$ cat src/rtl/fft_sequencer_if.sv
// Bus between the FFT sequencer and its neighbours: the sample source,
// the bin consumer, the address generator and the ping-pong sample RAMs.
//
// Handshake rule (both directions): a transfer happens on a rising clock
// edge where valid and ready are both high. The source holds its data
// while valid is high and ready is low. Valid never waits on ready.
// In this block sample_ready and out_valid depend only on the phase,
// so neither side has a combinational path through the other.
interface fft_sequencer_if;
    // Sample source -> sequencer
    logic       sample_valid;
    logic       sample_ready;
    // Sequencer -> bin consumer
    logic       out_ready;
    logic       out_valid;
    logic       out_last;
    // Phase flags and indices toward the address generator
    logic       load;
    logic       processing;
    logic       done;
    logic [5:0] fft_level;
    logic [5:0] butterfly_iter;
    logic [5:0] load_address;
    logic [5:0] out_address;
    // Ping-pong bank control
    logic       rd_bank;
    logic       we_0;
    logic       we_1;
    // Current FSM state, for observation only (0 = LOAD, 1 = PROC, 2 = OUT)
    logic [1:0] dbg_state;

    modport master (
        input  sample_valid, out_ready,
        output sample_ready, out_valid, out_last,
        output load, processing, done,
        output fft_level, butterfly_iter, load_address, out_address,
        output rd_bank, we_0, we_1, dbg_state
    );

    modport slave (
        output sample_valid, out_ready,
        input  sample_ready, out_valid, out_last,
        input  load, processing, done,
        input  fft_level, butterfly_iter, load_address, out_address,
        input  rd_bank, we_0, we_1, dbg_state
    );
endinterface

$ cat src/rtl/fft_sequencer.sv
// Frame sequencer for the 64-point radix-2 FFT core.
// Runs LOAD (64 accepted samples) -> PROC (6 levels x 32 butterflies)
// -> OUT (64 accepted bins) back to back with no idle state. Everything
// except the FSM state and the four index counters is a combinational
// decode of those registers and the two handshake inputs.
module fft_sequencer #(
    parameter int LOG2N = 6
) (
    input  logic            clk,
    input  logic            reset,
    fft_sequencer_if.master bus
);

    // The index ports are fixed at 6 bits, so only LOG2N = 6 is meaningful.
    localparam int          N        = 1 << LOG2N;
    localparam logic [5:0]  LAST_IDX = 6'(N - 1);
    localparam logic [5:0]  LAST_BF  = 6'((N / 2) - 1);
    localparam logic [5:0]  LAST_LVL = 6'(LOG2N - 1);

    typedef enum logic [1:0] {
        S_LOAD = 2'd0,
        S_PROC = 2'd1,
        S_OUT  = 2'd2
    } state_t;

    state_t     state_q, state_d;
    logic [5:0] load_addr_q, load_addr_d;
    logic [5:0] level_q, level_d;
    logic [5:0] iter_q, iter_d;
    logic [5:0] out_addr_q, out_addr_d;

    logic       sample_ready;
    logic       out_valid;
    logic       out_last;
    logic       load;
    logic       processing;
    logic       done;
    logic       rd_bank;
    logic       we_0;
    logic       we_1;

    // Registered state; reset aborts any frame and restarts in LOAD.
    always_ff @(posedge clk) begin
        if (reset) begin
            state_q     <= S_LOAD;
            load_addr_q <= '0;
            level_q     <= '0;
            iter_q      <= '0;
            out_addr_q  <= '0;
        end else begin
            state_q     <= state_d;
            load_addr_q <= load_addr_d;
            level_q     <= level_d;
            iter_q      <= iter_d;
            out_addr_q  <= out_addr_d;
        end
    end

    // Next-state and output decode; counters hold unless their phase moves them.
    always_comb begin
        state_d      = state_q;
        load_addr_d  = load_addr_q;
        level_d      = level_q;
        iter_d       = iter_q;
        out_addr_d   = out_addr_q;
        sample_ready = 1'b0;
        out_valid    = 1'b0;
        out_last     = 1'b0;
        load         = 1'b0;
        processing   = 1'b0;
        done         = 1'b0;
        rd_bank      = 1'b0;
        we_0         = 1'b0;
        we_1         = 1'b0;

        case (state_q)
            S_LOAD: begin
                load         = 1'b1;
                sample_ready = 1'b1;
                // Samples always land in bank 0 so level 0 reads bank 0.
                we_0         = bus.sample_valid;
                if (bus.sample_valid) begin
                    if (load_addr_q == LAST_IDX) begin
                        load_addr_d = '0;
                        state_d     = S_PROC;
                    end else begin
                        load_addr_d = load_addr_q + 6'd1;
                    end
                end
            end

            S_PROC: begin
                processing = 1'b1;
                // Even levels read bank 0 and write bank 1, odd levels the
                // reverse; with six levels the spectrum ends in bank 0.
                rd_bank    = level_q[0];
                we_0       = level_q[0];
                we_1       = ~level_q[0];
                if (iter_q == LAST_BF) begin
                    iter_d = '0;
                    if (level_q == LAST_LVL) begin
                        level_d = '0;
                        state_d = S_OUT;
                    end else begin
                        level_d = level_q + 6'd1;
                    end
                end else begin
                    iter_d = iter_q + 6'd1;
                end
            end

            S_OUT: begin
                done      = 1'b1;
                out_valid = 1'b1;
                out_last  = (out_addr_q == LAST_IDX);
                if (bus.out_ready) begin
                    if (out_addr_q == LAST_IDX) begin
                        out_addr_d = '0;
                        state_d    = S_LOAD;
                    end else begin
                        out_addr_d = out_addr_q + 6'd1;
                    end
                end
            end

            default: begin
                // Unreachable encoding: fall back to a clean LOAD start.
                state_d     = S_LOAD;
                load_addr_d = '0;
                level_d     = '0;
                iter_d      = '0;
                out_addr_d  = '0;
            end
        endcase
    end

    assign bus.sample_ready   = sample_ready;
    assign bus.out_valid      = out_valid;
    assign bus.out_last       = out_last;
    assign bus.load           = load;
    assign bus.processing     = processing;
    assign bus.done           = done;
    assign bus.fft_level      = level_q;
    assign bus.butterfly_iter = iter_q;
    assign bus.load_address   = load_addr_q;
    assign bus.out_address    = out_addr_q;
    assign bus.rd_bank        = rd_bank;
    assign bus.we_0           = we_0;
    assign bus.we_1           = we_1;
    assign bus.dbg_state      = state_q;

endmodule

$ cat src/flat_wrapper.sv
// flat-port wrapper written by rule: the top's interface ports become plain ports
module fft_sequencer_flat 
#(
    parameter int LOG2N = 6
)
  (clk, reset, bus_sample_valid, bus_out_ready, bus_sample_ready, bus_out_valid, bus_out_last, bus_load, bus_processing, bus_done, bus_fft_level, bus_butterfly_iter, bus_load_address, bus_out_address, bus_rd_bank, bus_we_0, bus_we_1, bus_dbg_state);
  fft_sequencer_if bus_i ();
  input  logic clk;
  input  logic reset;
  input wire logic [$bits(bus_i.sample_valid)-1:0] bus_sample_valid;
  input wire logic [$bits(bus_i.out_ready)-1:0] bus_out_ready;
  output wire logic [$bits(bus_i.sample_ready)-1:0] bus_sample_ready;
  output wire logic [$bits(bus_i.out_valid)-1:0] bus_out_valid;
  output wire logic [$bits(bus_i.out_last)-1:0] bus_out_last;
  output wire logic [$bits(bus_i.load)-1:0] bus_load;
  output wire logic [$bits(bus_i.processing)-1:0] bus_processing;
  output wire logic [$bits(bus_i.done)-1:0] bus_done;
  output wire logic [$bits(bus_i.fft_level)-1:0] bus_fft_level;
  output wire logic [$bits(bus_i.butterfly_iter)-1:0] bus_butterfly_iter;
  output wire logic [$bits(bus_i.load_address)-1:0] bus_load_address;
  output wire logic [$bits(bus_i.out_address)-1:0] bus_out_address;
  output wire logic [$bits(bus_i.rd_bank)-1:0] bus_rd_bank;
  output wire logic [$bits(bus_i.we_0)-1:0] bus_we_0;
  output wire logic [$bits(bus_i.we_1)-1:0] bus_we_1;
  output wire logic [$bits(bus_i.dbg_state)-1:0] bus_dbg_state;
  assign bus_i.sample_valid = bus_sample_valid;
  assign bus_i.out_ready = bus_out_ready;
  assign bus_sample_ready = bus_i.sample_ready;
  assign bus_out_valid = bus_i.out_valid;
  assign bus_out_last = bus_i.out_last;
  assign bus_load = bus_i.load;
  assign bus_processing = bus_i.processing;
  assign bus_done = bus_i.done;
  assign bus_fft_level = bus_i.fft_level;
  assign bus_butterfly_iter = bus_i.butterfly_iter;
  assign bus_load_address = bus_i.load_address;
  assign bus_out_address = bus_i.out_address;
  assign bus_rd_bank = bus_i.rd_bank;
  assign bus_we_0 = bus_i.we_0;
  assign bus_we_1 = bus_i.we_1;
  assign bus_dbg_state = bus_i.dbg_state;
  fft_sequencer #(.LOG2N(LOG2N)) u_core (.clk(clk), .reset(reset), .bus(bus_i));
endmodule
$ cat config.mk
export PLATFORM = sky130hd
export DESIGN_NAME = fft_sequencer_flat
export DESIGN_NICKNAME = d
export VERILOG_FILES = /design/src/rtl/fft_sequencer_if.sv /design/src/rtl/fft_sequencer.sv /design/src/flat_wrapper.sv
export SDC_FILE = /design/constraint.sdc
export NUM_CORES = 1
export LEC_CHECK = 0
export ABC_AREA = 1
export CAP_MARGIN = 30
export CORE_ASPECT_RATIO = 0.7
export CORE_UTILIZATION = 30
export CTS_BUF_LIST = sky130_fd_sc_hd__clkbuf_16
export CTS_CLUSTER_DIAMETER = 150
export DETAILED_ROUTE_END_ITERATION = 8
export HOLD_SLACK_MARGIN = 0.02
export SLEW_MARGIN = 10
export SYNTH_ARGS = -nofsm -noshare
export SYNTH_HDL_FRONTEND = slang
export SYNTH_SLANG_ARGS = --single-unit
$ cat constraint.sdc
create_clock -name clk -period 1.3 [get_ports clk]
set_input_delay 0.26 -clock clk [delete_from_list [all_inputs] [get_ports clk]]
set_output_delay 0.26 -clock clk [all_outputs]
set_load 0.05 [all_outputs]
* Yosys cells after proc, flatten, opt, wreduce, memory -nomap -nowiden
Index checks and enable logic that the tools add are counted.
** Operators by class
- Add/subtract/negate cells :: 4
- Equality and inequality tests :: 12
- Multiplexer cells :: 25
- Bitwise operators :: 4
- Reductions and logical operators :: 8
** Operator list (number)
- $pmux 6 s2 :: 4
- $mux 6 :: 7
- $add 6x1->6 const B :: 4
- $eq 6x6->1 const B :: 2
- $mux 2 :: 6
- $ne 2x1->1 const B :: 4
- $eq 6x3->1 const B :: 1
- $eq 6x5->1 const B :: 1
- $mux 1 :: 6
- $pmux 2 s3 :: 1
- $reduce_and 2->1 :: 3
- $reduce_and 6->1 :: 1
- $reduce_or 2->1 :: 3
- $ne 2x2->1 const B :: 2
- $not 1->1 :: 4
- $eq 2x1->1 const B :: 1
- $eq 2x2->1 const B :: 1
- $logic_not 2->1 :: 1
- $pmux 1 s2 :: 1
** Word-level totals
- Register bits after elaboration :: 26
- Input bits :: 4
- Output and inout port bits :: 35
- Logic and storage cells :: 58

* Longest topological paths before layout
Gate-level depths: netlist (run 1).
- Word-level depth :: 4
- Mapped depth :: 10

* Worst setup path before layout (run 1)
OpenSTA, ideal clock, no wires.
- Path type :: reg2out
- Start point :: register u_core.state_q[0], in the netlist u_core.bus.dbg_state[0]
- End point :: output port bus_we_0
- Arrival time :: 2518 ps
- Path slack :: -1478 ps
- Cell stages (with the launch flop) :: 5
- Buffers on the path :: 0
- Cells stage by stage :: dfxtp_1 inv_1 ha_1 inv_2 o21ai_0
** Between the ends
- Longest elaborated chain between the ends :: 2
** Ends and longest elaborated chain
- start, declared :: line fft_sequencer.sv:26 : state_t state_q, state_d;
- start signal, assigned :: line fft_sequencer.sv:51 : state_q <= state_d;
- $eq 2x1->1 or $logic_not 2->1 (tied branches) :: line fft_sequencer.sv:76 : case (state_q)
- $pmux 1 s2 (*) :: line fft_sequencer.sv:76
- end, declared :: line flat_wrapper.sv:23 : output wire logic [$bits(bus_i.we_0)-1:0] bus_we_0;
Every way passes the cells marked *; elsewhere a longest branch is shown, timed or not.

* Worst setup path in the final report (run 1)
- Start point :: register u_core.state_q[0], in the netlist u_core.bus.dbg_state[0]
- End point :: output port bus_rd_bank
** Between the ends
- Longest elaborated chain between the ends :: 2
** Ends and longest elaborated chain
- $eq 2x1->1 :: line fft_sequencer.sv:76
- $mux 1 :: line fft_sequencer.sv:76
- end, declared :: line flat_wrapper.sv:22 : output wire logic [$bits(bus_i.rd_bank)-1:0] bus_rd_bank;
Every way passes these cells.

==> results of run 1 <==
==> critical path: stages (launching register included) <==
cell	delay, ns
dfxtp_4	0.36
buf_6	0.12
ha_4	0.19
nand2_4	0.09
clkinvlp_4	0.10
buf_12	0.15
==> routing by layer <==
metal	share of wire, %	track usage [%]	vias up
met2	48	28.0	53
met1	46	24.1	797
li1	-	-	862
met3	4.9	4.69	6
met5	0	0	-
met4	1.3	3.57	0
==> what timing repair did <==
item,4_1_cts,5_1_grt
gates resized for setup,24,36
buffers inserted,10,5
hold buffers,0,0
endpoints found under the hold margin,0,0
pin swaps,18,16
setup endpoints to repair,31,36
==> cells by family after synthesis <==
logic type                 after synthesis  synth area share (%)
AOI/OAI and AO/OA                       28                  9.64
adders and majority gates                8                  6.71
xor gates and xnor gates                 8                  4.69
and+or+nand+nor                        109                  34.7
DFF                                     26                  34.9
buffers and inverters                   35                  9.39
==> power by group through the flow <==
stage / registers, uW / logic, uW / clock network (uW)
6_report: 791 / 146 / 708
5_1_grt: 792 / 156 / 761
4_1_cts: 791 / 137 / 726
3_5_place_dp: 810 / 133 / 0
3_3_place_gp: 810 / 132 / 0
2_1_floorplan: 828 / 47.3 / 0
==> layout make-up <==
class / instances / share of cell area (%)
flip-flops and latches: 26 / 17.4
multi-input cells: 153 / 35.0
repair buffers: 94 / 37.9
clock inverters: 1 / 0.117
well taps: 69 / 2.70
inverters: 32 / 4.42
clock buffers: 3 / 2.35
==> per-stage QoR <==
step | power, uW | instances | hold slack (ns)
finish | 1650 | 378 | 0.517
detailed placement | 943 | 359 | 0.509
floorplan | 875 | 214 | 0.319
global route | 1710 | 378 | 0.554
CTS | 1650 | 373 | 0.518
global placement | 942 | 359 | 0.495
==> registers in the layout (all words and copies together) (netlist names) <==
signal	cells
u_core.bus.load_address	6
u_core.bus.dbg_state	2
u_core.bus.fft_level	6
u_core.bus.butterfly_iter	6
u_core.bus.out_address	6
==> path summary, 6_finish.rpt <==
check                                                              from                                         to
worst min-delay path            u_core.bus.load_address[2]$_SDFFE_PP0P_    u_core.bus.load_address[2]$_SDFFE_PP0P_
worst min register to register  u_core.bus.load_address[2]$_SDFFE_PP0P_    u_core.bus.load_address[2]$_SDFFE_PP0P_
worst max register to register     u_core.bus.dbg_state[0]$_SDFFE_PP0P_  u_core.bus.butterfly_iter[5]$_SDFFE_PP0P_
worst max-delay path               u_core.bus.dbg_state[0]$_SDFFE_PP0P_                                bus_rd_bank
==> cells in the final DEF, fill, tap and decap left out, types with 4 or more instances in the layout <==
master    n
inv_1    20
nand3_1   9
nor2_2    4
inv_2     5
nor2_4    8
dfxtp_2  12
buf_6    10
nor2_1   28
a21oi_2   6
ha_1      4
xnor2_1   4
ha_4      4
buf_4    44
nand2_1  32
nand2_4   5
dfxtp_4   6
inv_4     5
buf_12   37
a21oi_1   8
o21ai_1   8
nand2_2   6
dfxtp_1   8
==> reports/metrics.cfg, run 1 <==
[status]
status = finished with violations
violations = setup timing

[grt]
grt_pass1_wl_um = 7070
antenna_found_initial = 0
grt_max_degree = 15
grt_pass1_vias = 1577
grt-ovfl-total = 0
track_usage_pct = 17.5

[critical_path]
crit_path_end_kind = primary output
crit_arrival_ns = 1.27
required_ns = 1.04
crit_type = flop to primary output
path_max_fanout = 4
reg2regPathDepth = 9
critPathLaunchType = flop
worst-r2r-setup-slack_ns = -0.18

[power_and_ir_drop]
p_int_uw = 1270
p_leak_uw = 0.00131
ir_drop_uv = 496
pwr-share-seq_pct = 48.1
p_sw_uw = 376
power_density_mw_per_mm2 = 514
p_clk_share_pct = 43.0
combPwrFrac_pct = 8.9
switching_share_pct = 22.9

[synth]
ys_ff_latch = 26
yosysMostFrequentCell = nand2_1
syn_avg_cell_area_sq_um = 6.98
syn_nets = 226
synth_edf_count = 0
ys_types = 26
synth.area.top_cells = dfxtp_1 (35%), nand2_1 (10%), nor2_1 (9.3%), inv_1 (7.0%), ha_1 (6.7%)
ys_warn_count = 0
yosysTopAreaCellShare_pct = 34.9
syn_inst = 214
ys_seq_area_share_pct = 34.9
async_flop_share_pct = 0
synth_flop_cell = dfxtp_1
syn_area_sq_mm = 0.00149
yosysTopAreaCell = dfxtp_1
synth_commonest_cells = nand2_1 (40), nor2_1 (37), inv_1 (28)

[min_path]
hp-class = flop to flop
hold_depth = 2

[clock_network]
clock_path_buffers = 2
htree_levels = 1
path_clk_slew_ns = 0.07
cts_root_buf = clkbuf_16
cts_buffers = 3
cts.sink_count = 26
clock_latency_ns = 0.26
cts_tree = built

[die]
die_area_sq_mm = 0.00527
rows = 21
core_sq_mm = 0.00478
io-pin-count = 39
start_util_pct = 31.2
die_h_um = 61.0
die-width_um = 86.3

[route]
final_antenna_net_count = 0
first_pass_iters = 4
drc = 0
viasPerCell = 4.54
drt_wl_total_um = 4580
drt-initial-drc-count = 40
vias = 1718
routedWlPerCell_um = 12.1

[sta]
rsz0062_at_grt = true
maxSlewViolCount = 0
hold_viol = 0
timing.fmax_mhz = 654
finalSetupTns_ns = -3.74
final.min_clock_period_ns = 1.53
slew_headroom_pct = 84.5
post-route-period-util_pct = 118
tightestPinTransition_ns = 0.232
finClkSkew_ns = 0.00269
final-setup-viol-count = 32
setup_ws_ns = -0.228

[final_layout]
fin_area_sq_mm = 0.00320
fin_nets = 322
multiInputGateArea_sq_mm = 0.00112
final_util_pct = 66.9
antennaDiodeCount = 0
area_delta_synth_final_pct = 114
drive_above_1_share_pct = 57.9
seqCellArea_sq_um = 558
fillers = 383

[placement]
dpl_cell_area_sq_mm = 0.00277
numPortBuffers = 38
gp_congestion = 0.847
dp_hpwl_um = 3160
post-place-ws_ns = -0.199

[job]
drv_cap = 0

Power figures use the tool's default switching activity.
==> run 2, diff against run 1 <==
--- a/config.mk
+++ b/config.mk
@@ -12,6 +12,7 @@
 export CTS_BUF_LIST = sky130_fd_sc_hd__clkbuf_16
 export CTS_CLUSTER_DIAMETER = 150
 export DETAILED_ROUTE_END_ITERATION = 8
+export DONT_BUFFER_PORTS = 1
 export HOLD_SLACK_MARGIN = 0.02
 export SLEW_MARGIN = 10
 export SYNTH_ARGS = -nofsm -noshare
==> reports/metrics.cfg, run 2 (same netlist as run 1, synthesis figures left out) <==
[power_and_ir_drop]
p_leak_uw = 0.00116  ; was 0.00131 uW
ir_drop_uv = 305  ; was 496 uV
power_density_mw_per_mm2 = 667  ; was 514 mW/mm^2

[route]
first_pass_iters = 4  ; unchanged
routedWlPerCell_um = 11.9  ; was 12.1 um
topRoutingLayerUsed = met4  ; unchanged
drt_wl_total_um = 4260  ; was 4580 um
met1_length_um = 2080  ; was 2090 um
dr_wl_met2_um = 1910  ; was 2210 um
vias = 1601  ; was 1718
viasPerCell = 4.47  ; was 4.54
wl_met3_um = 231  ; was 223 um
final_antenna_net_count = 0  ; unchanged
drc = 0  ; unchanged
drt-initial-drc-count = 46  ; was 40

[final_layout]
fillers = 417  ; was 383
final_util_pct = 57.5  ; was 66.9%
fin_nets = 302  ; was 322
antennaDiodeCount = 0  ; unchanged
final_common_cell = buf_4  ; unchanged
drive_above_1_share_pct = 59.2  ; was 57.9%
final_cells = 358  ; was 378
final_cell_mix = buf_4 (53), nand2_1 (28), nor2_1 (27)  ; was buf_4 (44), buf_12 (37), nand2_1 (32)
fin_area_sq_mm = 0.00275  ; was 0.00320 sq mm
area_delta_synth_final_pct = 84.2  ; was 114%

[die]
die_area_sq_mm = 0.00527  ; unchanged
core_sq_mm = 0.00478  ; unchanged
rows = 21  ; unchanged
io-pin-count = 39  ; unchanged
die_h_um = 61.0  ; unchanged
start_util_pct = 31.2  ; unchanged
die-width_um = 86.3  ; unchanged

[critical_path]
cp_slowest_cell = dfxtp_4  ; unchanged
path_max_fanout = 4  ; unchanged
crit_arrival_ns = 1.25  ; was 1.27 ns
crit_path_cell_trace = buf_6 > ha_4 > nand2_4 > clkinvlp_4  ; was buf_6 > ha_4 > nand2_4 > clkinvlp_4 > buf_12
required_ns = 1.04  ; about the same
critPathLaunchType = flop  ; unchanged
crit_path_end_kind = primary output  ; unchanged
slowest_delay_ns = 0.36  ; about the same
crit_type = flop to primary output  ; unchanged

[clock_network]
path_clk_slew_ns = 0.07  ; about the same
cts.sink_count = 26  ; unchanged
cts_root_buf = clkbuf_16  ; unchanged
cts_buffers = 3  ; unchanged
holdBufCountCts = 0  ; unchanged
htree_levels = 1  ; unchanged
clock_path_buffers = 2  ; unchanged
cts_tree = built  ; unchanged
clock_latency_ns = 0.26  ; about the same

[min_path]
hp-class = input port to flop  ; was flop to flop

[grt]
track_usage_pct = 16.5  ; was 17.5%
grt_max_degree = 16  ; was 15
grt_pass1_wl_um = 6730  ; was 7070 um
grt_pass1_vias = 1469  ; was 1577
antenna_found_initial = 0  ; unchanged
grt-ovfl-total = 0  ; unchanged

[placement]
place_inst = 338  ; was 359
dp_hpwl_um = 3050  ; was 3160 um
dpl_cell_area_sq_mm = 0.00220  ; was 0.00277 sq mm
numPortBuffers = 0  ; was 38
post-place-ws_ns = -0.0861  ; was -0.199 ns
gp_congestion = 0.871  ; was 0.847

[status]
status = finished with violations  ; unchanged
violations = setup timing  ; unchanged

[job]
drv_cap = 0  ; unchanged

[sta]
maxSlewViolCount = 0  ; unchanged
setup_ws_ns = -0.206  ; was -0.228 ns
tightestPinTransition_ns = 0.296  ; was 0.232 ns
finClkSkew_ns = 0.00709  ; was 0.00269 ns
final-setup-viol-count = 34  ; was 32
rsz0062_at_grt = true  ; unchanged
post-route-period-util_pct = 116  ; was 118%
timing.fmax_mhz = 664  ; was 654 MHz
slew_headroom_pct = 80.3  ; was 84.5%
final.min_clock_period_ns = 1.51  ; was 1.53 ns
hold_viol = 0  ; unchanged

==> run 2: area by class of cell <==
cell class / count / area [sq um] / share of cell area [%]
Multi-Input combinational cell: 153 / 1170 / 42.6
Timing Repair Buffer: 74 / 689 / 25.1
Sequential cell: 26 / 558 / 20.3
Inverter: 32 / 139 / 5.05
Tap cell: 69 / 86.3 / 3.14
Clock buffer: 3 / 75.1 / 2.73
Clock inverter: 1 / 30.0 / 1.09
==> run 2: critical path: cells and delay by family (launching register included) <==
family / cells / cell delay (ns)
AND/OR/NAND/NOR: 1 / 0.09
adder cells (fa/ha/maj): 1 / 0.18
flip-flops: 1 / 0.36
buffers and inverters: 2 / 0.36
==> run 2: final timing paths <==
| check | from | endpoint | slack (ns) | cells after the start |
|---|---|---|---|---|
| setup / recovery | u_core.bus.dbg_state[0]$_SDFFE_PP0P_ | bus_rd_bank | -0.21 | 4 |
| hold / removal | reset | u_core.bus.load_address[1]$_SDFFE_PP0P_ | 0.04 | 1 |
| setup reg to reg | u_core.bus.dbg_state[1]$_SDFFE_PP0P_ | u_core.bus.fft_level[0]$_SDFFE_PP0P_ | -0.17 | 9 |
| hold reg to reg | u_core.bus.fft_level[1]$_SDFFE_PP0P_ | u_core.bus.fft_level[1]$_SDFFE_PP0P_ | 0.49 | 2 |
==> run 2: per-stage QoR <==
stage | power (uW) | TNS, ns | hold slack (ns)
after floorplan | 875 | -3.01 | 0.319
after global placement | 910 | -0.424 | 0.325
after detailed placement | 909 | -0.897 | 0.330
after CTS | 1830 | -3.12 | 0.0428
after global routing | 1890 | -5.99 | 0.0292
final | 1830 | -3.58 | 0.0382
==> run 2: timing repair <==
action	4_1_cts	5_1_grt
gates resized for setup	31	51
endpoints found under the hold margin	0	0
pin swaps	23	15
setup endpoints to repair	28	35
setup buffers	12	5
==> run 2: per-layer routing <==
metal  GRT usage [%]  up-vias
met5               0        -
met4            3.57        0
met3            5.36        2
met2            25.2       30
met1            23.0      743
li1                -      826
==> run 2: power breakdown <==
part	internal (uW)	leakage (uW)	total (uW)	switching (uW)
clock network	613	0.0000511	911	297
registers	788	0.000220	791	2.90
logic	50.9	0.000885	132	80.7
